===== src/rtl/wb_master_pkg.sv =====
// Shared types and constants for the Wishbone command master.
//
// Contents:
//   wb_state_e   : master FSM states (idle, request, wait-for-ack, response)
//   wb_cmd_t     : one command word (we, adr, dat, sel) at the default bus widths
//   WB_SEL_W     : byte-select width for the default 32-bit data bus
//   RSP_ERR_DATA : data word returned with an error response
package wb_master_pkg;

   localparam int unsigned WB_ADDR_W    = 32;
   localparam int unsigned WB_DATA_W    = 32;
   localparam int unsigned WB_SEL_W     = WB_DATA_W / 8;
   localparam int unsigned RSP_ERR_DATA = 0;

   typedef enum logic [1:0] {
      StIdle,
      StReq,
      StWait,
      StResp
   } wb_state_e;

   typedef struct packed {
      logic                 we;
      logic [WB_ADDR_W-1:0] adr;
      logic [WB_DATA_W-1:0] dat;
      logic [WB_SEL_W-1:0]  sel;
   } wb_cmd_t;

endpackage


===== src/rtl/wb_cmd_master.sv =====
// Wishbone B4 pipelined initiator: turns one command word into one bus transaction and
// returns a response word (read data, or an error flag) on a second valid/ready channel.
// Only one transaction is ever outstanding; a new command is accepted only after the
// previous response has been consumed.
//
// Build option:
//   WB_MASTER_TIMEOUT_EN - when defined, a 16-bit counter aborts a transaction that sees no
//                          ack within TIMEOUT_CYCLES cycles and returns rsp_err_o=1. When
//                          undefined, no counter exists, rsp_err_o is 0 and the master waits
//                          for ack indefinitely.
//
// Ports:
//   wb_clk_i, wb_rst_ni          : clock, asynchronous active-low reset
//   cmd_valid_i/cmd_ready_o      : command handshake; cmd_we_i/adr_i/dat_i/sel_i payload
//   rsp_valid_o/rsp_ready_i      : response handshake; rsp_dat_o, rsp_err_o payload
//   wb_adr_o/dat_o/we_o/sel_o    : Wishbone request payload
//   wb_cyc_o, wb_stb_o           : Wishbone cycle / strobe
//   wb_dat_i, wb_ack_i, wb_stall_i : Wishbone read data, acknowledge, pipelined stall
//   busy_o                       : high whenever the master is not idle
module wb_cmd_master
   import wb_master_pkg::*;
#(
   parameter int unsigned ADDR_W         = 32,
   parameter int unsigned DATA_W         = 32,
   parameter int unsigned TIMEOUT_CYCLES = 255
) (
   input  logic                wb_clk_i,
   input  logic                wb_rst_ni,

   input  logic                cmd_valid_i,
   output logic                cmd_ready_o,
   input  logic                cmd_we_i,
   input  logic [ADDR_W-1:0]   cmd_adr_i,
   input  logic [DATA_W-1:0]   cmd_dat_i,
   input  logic [DATA_W/8-1:0] cmd_sel_i,

   output logic                rsp_valid_o,
   input  logic                rsp_ready_i,
   output logic [DATA_W-1:0]   rsp_dat_o,
   output logic                rsp_err_o,

   output logic [ADDR_W-1:0]   wb_adr_o,
   output logic [DATA_W-1:0]   wb_dat_o,
   output logic                wb_we_o,
   output logic [DATA_W/8-1:0] wb_sel_o,
   output logic                wb_cyc_o,
   output logic                wb_stb_o,
   input  logic [DATA_W-1:0]   wb_dat_i,
   input  logic                wb_ack_i,
   input  logic                wb_stall_i,

   output logic                busy_o
);

   localparam int unsigned SelW = DATA_W / 8;

   wb_state_e         r_state,     w_state_nxt;
   logic              r_cmd_ready, w_cmd_ready_nxt;
   logic              r_rsp_valid, w_rsp_valid_nxt;
   logic [DATA_W-1:0] r_rsp_dat,   w_rsp_dat_nxt;
   logic              r_cyc,       w_cyc_nxt;
   logic              r_stb,       w_stb_nxt;
   logic              r_we,        w_we_nxt;
   logic [ADDR_W-1:0] r_adr,       w_adr_nxt;
   logic [DATA_W-1:0] r_dat,       w_dat_nxt;
   logic [SelW-1:0]   r_sel,       w_sel_nxt;
   logic              r_busy,      w_busy_nxt;

`ifdef WB_MASTER_TIMEOUT_EN
   localparam logic [15:0] TimeoutLast = 16'(TIMEOUT_CYCLES - 1);

   logic              r_rsp_err,   w_rsp_err_nxt;
   logic [15:0]       r_cnt,       w_cnt_nxt;
   logic              w_timeout;

   // r_cnt counts cycles already spent in REQ/WAIT, so this fires on the
   // TIMEOUT_CYCLES-th such cycle.
   assign w_timeout = (r_cnt == TimeoutLast);
`else
   logic              w_unused_timeout;

   assign w_unused_timeout = ^16'(TIMEOUT_CYCLES);
`endif

   always_comb begin
      w_state_nxt     = r_state;
      w_cmd_ready_nxt = r_cmd_ready;
      w_rsp_valid_nxt = r_rsp_valid;
      w_rsp_dat_nxt   = r_rsp_dat;
      w_cyc_nxt       = r_cyc;
      w_stb_nxt       = r_stb;
      w_we_nxt        = r_we;
      w_adr_nxt       = r_adr;
      w_dat_nxt       = r_dat;
      w_sel_nxt       = r_sel;
      w_busy_nxt      = r_busy;
`ifdef WB_MASTER_TIMEOUT_EN
      w_rsp_err_nxt   = r_rsp_err;
      w_cnt_nxt       = r_cnt;
`endif

      unique case (r_state)
         StIdle: begin
            if (cmd_valid_i) begin
               w_we_nxt        = cmd_we_i;
               w_adr_nxt       = cmd_adr_i;
               w_dat_nxt       = cmd_dat_i;
               w_sel_nxt       = cmd_sel_i;
               w_cyc_nxt       = 1'b1;
               w_stb_nxt       = 1'b1;
               w_cmd_ready_nxt = 1'b0;
               w_busy_nxt      = 1'b1;
               w_state_nxt     = StReq;
`ifdef WB_MASTER_TIMEOUT_EN
               w_cnt_nxt       = '0;
`endif
            end
         end

         StReq, StWait: begin
`ifdef WB_MASTER_TIMEOUT_EN
            w_cnt_nxt = r_cnt + 16'd1;
`endif
            // Ack wins over stall and over a coinciding timeout.
            if (wb_ack_i) begin
               w_cyc_nxt       = 1'b0;
               w_stb_nxt       = 1'b0;
               w_rsp_valid_nxt = 1'b1;
               w_rsp_dat_nxt   = r_we ? '0 : wb_dat_i;
               w_state_nxt     = StResp;
`ifdef WB_MASTER_TIMEOUT_EN
               w_rsp_err_nxt   = 1'b0;
            end else if (w_timeout) begin
               w_cyc_nxt       = 1'b0;
               w_stb_nxt       = 1'b0;
               w_rsp_valid_nxt = 1'b1;
               w_rsp_dat_nxt   = DATA_W'(RSP_ERR_DATA);
               w_rsp_err_nxt   = 1'b1;
               w_state_nxt     = StResp;
`endif
            end else if ((r_state == StReq) && !wb_stall_i) begin
               w_stb_nxt   = 1'b0;
               w_state_nxt = StWait;
            end
         end

         StResp: begin
            if (rsp_ready_i) begin
               w_rsp_valid_nxt = 1'b0;
               w_rsp_dat_nxt   = '0;
               w_cmd_ready_nxt = 1'b1;
               w_busy_nxt      = 1'b0;
               w_state_nxt     = StIdle;
`ifdef WB_MASTER_TIMEOUT_EN
               w_rsp_err_nxt   = 1'b0;
`endif
            end
         end

         default: begin
            w_state_nxt = StIdle;
         end
      endcase
   end

   always_ff @(posedge wb_clk_i or negedge wb_rst_ni) begin
      if (!wb_rst_ni) begin
         r_state     <= StIdle;
         r_cmd_ready <= 1'b1;
         r_rsp_valid <= 1'b0;
         r_rsp_dat   <= '0;
         r_cyc       <= 1'b0;
         r_stb       <= 1'b0;
         r_we        <= 1'b0;
         r_adr       <= '0;
         r_dat       <= '0;
         r_sel       <= '0;
         r_busy      <= 1'b0;
`ifdef WB_MASTER_TIMEOUT_EN
         r_rsp_err   <= 1'b0;
         r_cnt       <= '0;
`endif
      end else begin
         r_state     <= w_state_nxt;
         r_cmd_ready <= w_cmd_ready_nxt;
         r_rsp_valid <= w_rsp_valid_nxt;
         r_rsp_dat   <= w_rsp_dat_nxt;
         r_cyc       <= w_cyc_nxt;
         r_stb       <= w_stb_nxt;
         r_we        <= w_we_nxt;
         r_adr       <= w_adr_nxt;
         r_dat       <= w_dat_nxt;
         r_sel       <= w_sel_nxt;
         r_busy      <= w_busy_nxt;
`ifdef WB_MASTER_TIMEOUT_EN
         r_rsp_err   <= w_rsp_err_nxt;
         r_cnt       <= w_cnt_nxt;
`endif
      end
   end

   assign cmd_ready_o = r_cmd_ready;
   assign rsp_valid_o = r_rsp_valid;
   assign rsp_dat_o   = r_rsp_dat;
`ifdef WB_MASTER_TIMEOUT_EN
   assign rsp_err_o   = r_rsp_err;
`else
   assign rsp_err_o   = 1'b0;
`endif
   assign wb_adr_o    = r_adr;
   assign wb_dat_o    = r_dat;
   assign wb_we_o     = r_we;
   assign wb_sel_o    = r_sel;
   assign wb_cyc_o    = r_cyc;
   assign wb_stb_o    = r_stb;
   assign busy_o      = r_busy;

endmodule

===== config.mk =====
export PLATFORM = sky130hd
export DESIGN_NAME = wb_cmd_master
export DESIGN_NICKNAME = d
export VERILOG_FILES = /design/src/rtl/wb_master_pkg.sv /design/src/rtl/wb_cmd_master.sv
export SDC_FILE = /design/constraint.sdc
export NUM_CORES = 1
export LEC_CHECK = 0
export CAP_MARGIN = 20
export CORE_MARGIN = 5
export CORE_UTILIZATION = 36
export DETAILED_ROUTE_END_ITERATION = 16
export HOLD_SLACK_MARGIN = 0.06
export PLACE_DENSITY = 0.78
export SLEW_MARGIN = 20
export SYNTH_ARGS = -nofsm -noshare
export SYNTH_HDL_FRONTEND = slang
export SYNTH_SLANG_ARGS = --single-unit

===== constraint.sdc =====
create_clock -name wb_clk_i -period 1.8 [get_ports wb_clk_i]
set_clock_uncertainty 0.15 [all_clocks]
set_input_delay 0.18 -clock wb_clk_i [delete_from_list [all_inputs] [get_ports wb_clk_i]]
set_output_delay 0.18 -clock wb_clk_i [all_outputs]
set_load 0.02 [all_outputs]

==> summary.txt, run 1 <==
Outcome
  • Status: complete, but fails checks
  • Failing checks: negative setup slack

Detailed routing
  • Avg WL per Cell: ~18 µm
  • Via density: 4.79
  • DR iter-0 viols: 162
  • Routed wire length: 11500 µm
  • Via Count: around 3100
  • Drt first pass iters: 7
  • # DRC: 0
  • Post-DRT Antenna Nets: 0

Pwr
  • Leak pwr: 3.00 nW
  • PD cells: 2000 nW/µm²
  • Final Power: ~14 mW
  • Worst vdd ir: just over 0.9 mV

Final layout
  • Area Overhead vs Synth: 68.0%
  • Util after Layout: roughly 61%
  • Most common cell after layout, fill and taps aside: clkdlybuf4s50_1
  • Diodes inserted: 0
  • Design area: 6950 µm²
  • Final-stage net count: around 610
  • Commonest non-fill, non-tap cells in the layout: clkdlybuf4s50_1 (210), dfrtp_1 (107), mux2_2 (70)
  • Layout cell share with drive strength beyond 1: 24.0%

Clock network
  • Total CTS buffers: 9
  • CTS sink count: roughly 110
  • Skew-Pair Late Insertion Delay: ~340 ps
  • CTS tree: yes
  • Maximum clock path buffer count: 2
  • Worst-path clk slew: around 70 ps
  • Number of H-tree levels: 3
  • Root buf cell: clkbuf_16

Global route
  • Gr ovfl total: 0
  • Largest net degree at the start of global routing: 56
  • Routing usage on met2: 27.8%
  • Initial antenna violation count: 0
  • GRT busiest layer: met2
  • Overall routing resource usage: 15.8%
  • Global-route wire length before repair: around 17000 µm
  • Met3 usage: about 5.2%
  • Number of global-route vias before repair: roughly 3200
  • Met1 Use GR: between 15 and 20%

Placement
  • Post-DP Area: 6540 µm²
  • Final HPWL DP: 8540 µm
  • Port Buffers: 212
  • Routability cong.: between 0.8 and 0.9

STA
  • Fmax: about 540 MHz
  • RSZ-0062 raised after global routing: yes
  • Period utilization: 103%
  • Final setup margin: -59.3 ps
  • Setup violations, final: 11
  • Final min period: ~1900 ps
  • Setup_tns: -124 ps
  • Hold Slack: ~160 ps
  • Fin. Hold Viols: 0
  • Slew Viols, Final: 0

Logic synthesis
  • Post-synth EDFFs: 0
  • Flops & latches, synth: approximately 110
  • Warning count from the yosys run: 0
  • Synth Flop Type: dfrtp_1
  • Register area share after synthesis: 65.3%
  • Synth area leader: dfrtp_1
  • Synth area leaders: dfrtp_1 (65%), mux2_2 (19%), a22o_1 (7.2%)
  • Syn Std Cell Area: 4140 µm²
  • Post-synthesis async set-or-reset flop share: 100%
  • Mapped Cells: 266
  • Post-Syn Area per Cell: 15.6 µm²
  • Area share of the largest cell type after synthesis: 64.7%
  • Synthesized Nets: 376
  • Synth cell types: 26

Floorplanning
  • Die height: about 120 µm
  • Initial core utilization: 36.4%
  • Die area: between 10000 and 15000 µm²
  • Area of the core: approximately 11000 µm²
  • Die width: approximately 120 µm
  • Num ports: ~210
  • Row cnt: 39

Job
  • Max-cap violations: 0

Critical path
  • Worst-path maximum fanout: 4
  • Kind of critical path: reg2reg
  • FF-to-FF End: r_state[0]
  • Crit. End Element: flip-flop
  • Crit path launch type: flip-flop
  • Worst EP required: roughly 1900 ps
  • CP startpoint: r_state[1]
  • Arr. time, crit path: roughly 1900 ps
  • Worst r2r src: r_state[1]
  • Flop2flop setup slack: -60 ps
  • R2R cell count: 5

Min path
  • Worst hold-check path type: in2async
-- what timing repair did --
action,4_1_cts,5_1_grt
gates resized for setup,1,7
pin swaps,2,35
setup buffers,3,4
cloned,0,3
hold buffers,1,0
setup endpoints to repair,34,34
hold endpoints to repair,83,0
-- state kept, by name (all words and copies together) (netlist names) --
register,flops
r_state,2
rsp_dat_o,32
wb_we_o,1
wb_cyc_o,1
cmd_ready_o,1
wb_stb_o,1
busy_o,1
rsp_valid_o,1
wb_sel_o,4
wb_dat_o,32
wb_adr_o,32
-- worst max path at each step --
| stage | endpoint | slack, ps | depth (start not counted) |
|---|---|---|---|
| finish | r_state[0] | -60 | 5 |
| CTS | r_state[0] | -40 | 5 |
| global route | r_state[0] | -140 | 5 |
| floorplan | r_state[0] | 0.6 | 5 |
| global placement | r_state[0] | -50 | 4 |
| detailed placement | r_state[0] | -70 | 4 |
-- worst max-delay path: stages (launching register included) --
cell,delay [ps]
dfrtp_1,390
inv_2,80
ha_4,220
nor2b_4,140
a222oi_1,390
mux2_2,380
-- cells by family after synthesis --
group,Yosys count,share of synthesized area (%)
AO/OA/AOI/OAI,48,9.40
adder cells (fa/ha/maj),3,0.907
buffers and inverters,25,3.41
flip-flops,108,65.3
multiplexers,71,19.3
other,1,0.0906
AND/OR/NAND/NOR,10,1.60
-- cell type report --
type / instances / area (µm²)
clock buffer: 11 / 233
clock inverter: 5 / 52.6
fill: 914 / 4420
inverter: 9 / 33.8
multi-input combinational: 133 / 1340
sequential: 108 / 2700
tap: 143 / 179
timing repair buffer: 238 / 2410
-- synth_stat cells (2+ instances only) --
cell     instances
mux2_2          70
buf_2           10
buf_6            4
a22o_1          34
dfrtp_1        107
inv_1            9
ha_1             3
a21oi_1          4
or2b_1           2
nand2_1          3
o21ai_0          5
-- layer usage --
layer | part of all wire [%] | wire, µm
met1 | 37 | 4270
met2 | 52 | 5910
met3 | 9.8 | 1130
met4 | 1.4 | 158
met5 | 0 | 0
-- per-stage QoR --
step                      cells  setup slack [ps]
after floorplan             266             0.557
after global placement      623             -53.1
after detailed placement    623             -70.8
after CTS                   643             -36.5
after global routing        647              -140
final                       647             -59.3
-- report_power, final --
group / total, mW / leakage [nW] / internal (mW) / switching [mW]
registers: 4.35 / 1.33 / 3.67 / 0.672
logic: 7.64 / 1.53 / 4.17 / 3.47
clock network: 1.91 / 0.139 / 1.07 / 0.833
total: 13.9 / 3.00 / 8.92 / 4.98
(Power assumes the default switching activity.)
==> inputs of run 2 (changes only) <==
--- a/config.mk
+++ b/config.mk
@@ -7,11 +7,11 @@
 export LEC_CHECK = 0
 export CAP_MARGIN = 20
 export CORE_MARGIN = 5
-export CORE_UTILIZATION = 36
+export CORE_UTILIZATION = 35
 export DETAILED_ROUTE_END_ITERATION = 16
 export HOLD_SLACK_MARGIN = 0.06
-export PLACE_DENSITY = 0.78
-export SLEW_MARGIN = 20
+export PLACE_DENSITY = 0.76
+export SLEW_MARGIN = 15
 export SYNTH_ARGS = -nofsm -noshare
 export SYNTH_HDL_FRONTEND = slang
 export SYNTH_SLANG_ARGS = --single-unit
==> constraint.sdc (replaced) <==
create_clock -name wb_clk_i -period 1.7 [get_ports wb_clk_i]
set_clock_uncertainty 0.15 [all_clocks]
set_input_delay 0.17 -clock wb_clk_i [delete_from_list [all_inputs] [get_ports wb_clk_i]]
set_output_delay 0.17 -clock wb_clk_i [all_outputs]
set_load 0.02 [all_outputs]
==> run 2 against run 1 <==
The flow still finishes with violations (negative setup slack). Power increased by 6.0%. Non-clock buffer count decreased by 1. Wire length increased by 0.28%. Sequential power increased by 5.3%. Worst setup slack got worse by 110 ps. Cell count decreased by 0.15%. Die area increased by 2.6%. First-iteration DRC count increased by 19%.
==> summary.txt, run 2 (synthesis gave the netlist of run 1 again) <==
Outcome
  • Status: complete, but fails checks
  • Failing checks: negative setup slack

Pwr
  • PD cells: ~2100 nW/µm²
  • Leak pwr: 3.13 nW
  • Final Power: around 15 mW
  • Worst vdd ir: 0.881 mV

Floorplanning
  • Num ports: roughly 210
  • Die height: between 100 and 150 µm
  • Row cnt: 39
  • Initial core utilization: between 30% and 40%
  • Die area: ~14000 µm²
  • Die width: 119 µm
  • Area of the core: 11500 µm²

Global route
  • Number of global-route vias before repair: about 3300
  • Gr ovfl total: 0
  • Largest net degree at the start of global routing: 44
  • Initial antenna violation count: 0
  • Global-route wire length before repair: around 18000 µm
  • Overall routing resource usage: 15.9%

STA
  • Period utilization: 110%
  • Slew Viols, Final: 0
  • Final setup margin: -167 ps
  • RSZ-0062 raised after global routing: yes
  • Fmax: approximately 540 MHz
  • Setup violations, final: 34
  • Final min period: between 1500 and 2000 ps
  • Fin. Hold Viols: 0

Critical path
  • Arr. time, crit path: 1930 ps
  • Crit path launch type: flip-flop
  • Worst EP required: approximately 1800 ps
  • Kind of critical path: reg2reg
  • Worst-path maximum fanout: 4
  • Crit. End Element: flip-flop

Detailed routing
  • Avg WL per Cell: approximately 18 µm
  • Drt first pass iters: 4
  • DR iter-0 viols: 193
  • Routed wire length: about 11000 µm
  • Via Count: between 3000 and 4000
  • # DRC: 0
  • Via density: 4.70
  • Post-DRT Antenna Nets: 0

Placement
  • Routability cong.: around 0.83
  • Final HPWL DP: 8580 µm
  • Port Buffers: 212

Min path
  • Worst hold-check path type: in2async

Job
  • Max-cap violations: 0

Clock network
  • Number of H-tree levels: 3
  • Skew-Pair Late Insertion Delay: between 300 and 400 ps
  • Worst-path clk slew: 70 ps
  • CTS tree: yes
  • Root buf cell: clkbuf_16
  • CTS sink count: about 110
  • Maximum clock path buffer count: 2
  • Total CTS buffers: 9

Final layout
  • Diodes inserted: 0
  • FF/Latch Area: around 2700 µm²
  • Layout cell share with drive strength beyond 1: a little under a quarter
  • Fill cells: just over 900
  • Multi-input logic area: roughly 1300 µm²
  • Util after Layout: 61.0%
  • Most common cell after layout, fill and taps aside: clkdlybuf4s50_1
  • Commonest non-fill, non-tap cells in the layout: clkdlybuf4s50_1 (204), dfrtp_1 (107), mux2_2 (69)
  • Area Overhead vs Synth: 69.8%
  • Final-stage net count: 608
run 2: cell types whose count changed in the layout (fill, tap and decap cells not counted), sizes merged, moves of 2 or more:
cell           before  now
clkdlybuf4s50     210  204
dlymetal6s2s        0    5
bufinv              1    3
clkbuf             13   11
clkinv              3    1
inv                 9   11
run 2: report_power, final:
group / switching, mW / internal [mW] / leakage, nW / total [mW]
registers: 0.692 / 3.89 / 1.33 / 4.58
clock network: 0.925 / 1.49 / 0.174 / 2.42
logic: 3.57 / 4.16 / 1.63 / 7.74
total: 5.19 / 9.55 / 3.13 / 14.7
run 2: worst paths after layout:
path | startpoint | end | slack (ps) | cells after the start
setup / recovery | r_state[0] | r_state[0] | -170 | 6
max in group asynchronous | wb_rst_ni | rsp_dat_o[6] | 640 | 3
min in group wb_clk_i | wb_dat_i[8] | rsp_dat_o[8] | 280 | 2
hold reg to reg | rsp_dat_o[20] | rsp_dat_o[20] | 350 | 1
hold / removal | wb_rst_ni | wb_adr_o[29] | 170 | 2
setup reg to reg | r_state[0] | r_state[0] | -170 | 6
run 2: metal layers:
layer / track usage (%) / vias up / share of wire, %
met1: 18.4 / 1452 / 40
li1: - / 1420 / -
met5: 0 / - / 0
met3: 5.83 / 18 / 8.6
met2: 26.8 / 144 / 50
met4: 6.52 / 0 / 2.2
run 2: critical path: stages (launching register included):
cell      delay [ps]
dfrtp_1          420
inv_2             80
ha_4             200
nor2b_4          130
a222oi_1         300
buf_4            180
mux2_4           290
run 2: per-stage QoR:
stage | TNS [ps] | setup WS [ps] | hold WS [ps] | cell area, µm² | instances
after floorplan | -1370 | -96.7 | -276 | 4160 | 266
after global placement | -2520 | -135 | -10.7 | 6530 | 620
after detailed placement | -5200 | -243 | -8.73 | 6530 | 620
after CTS | -4080 | -149 | 176 | 6960 | 642
after global routing | -5100 | -235 | 210 | 7030 | 646
final | -2740 | -167 | 168 | 7030 | 646
run 2: layout make-up:
| cell class | instances | share of cell area [%] |
|---|---|---|
| clock buffers | 10 | 3.40 |
| flip-flops and latches | 108 | 38.5 |
| clock inverters | 6 | 1.66 |
| repair buffers | 237 | 34.5 |
| multi-input cells | 133 | 18.9 |
| inverters | 9 | 0.481 |
| well taps | 143 | 2.54 |
run 2: repair_timing:
action                                  in CTS  in global routing
hold endpoints to repair                   107                  0
hold buffers                                 1                  0
cloned                                       1                  1
resized for setup                            7                  7
pin swaps                                   10                  2
endpoints found under the setup margin      45                107
setup buffers                                4                  3
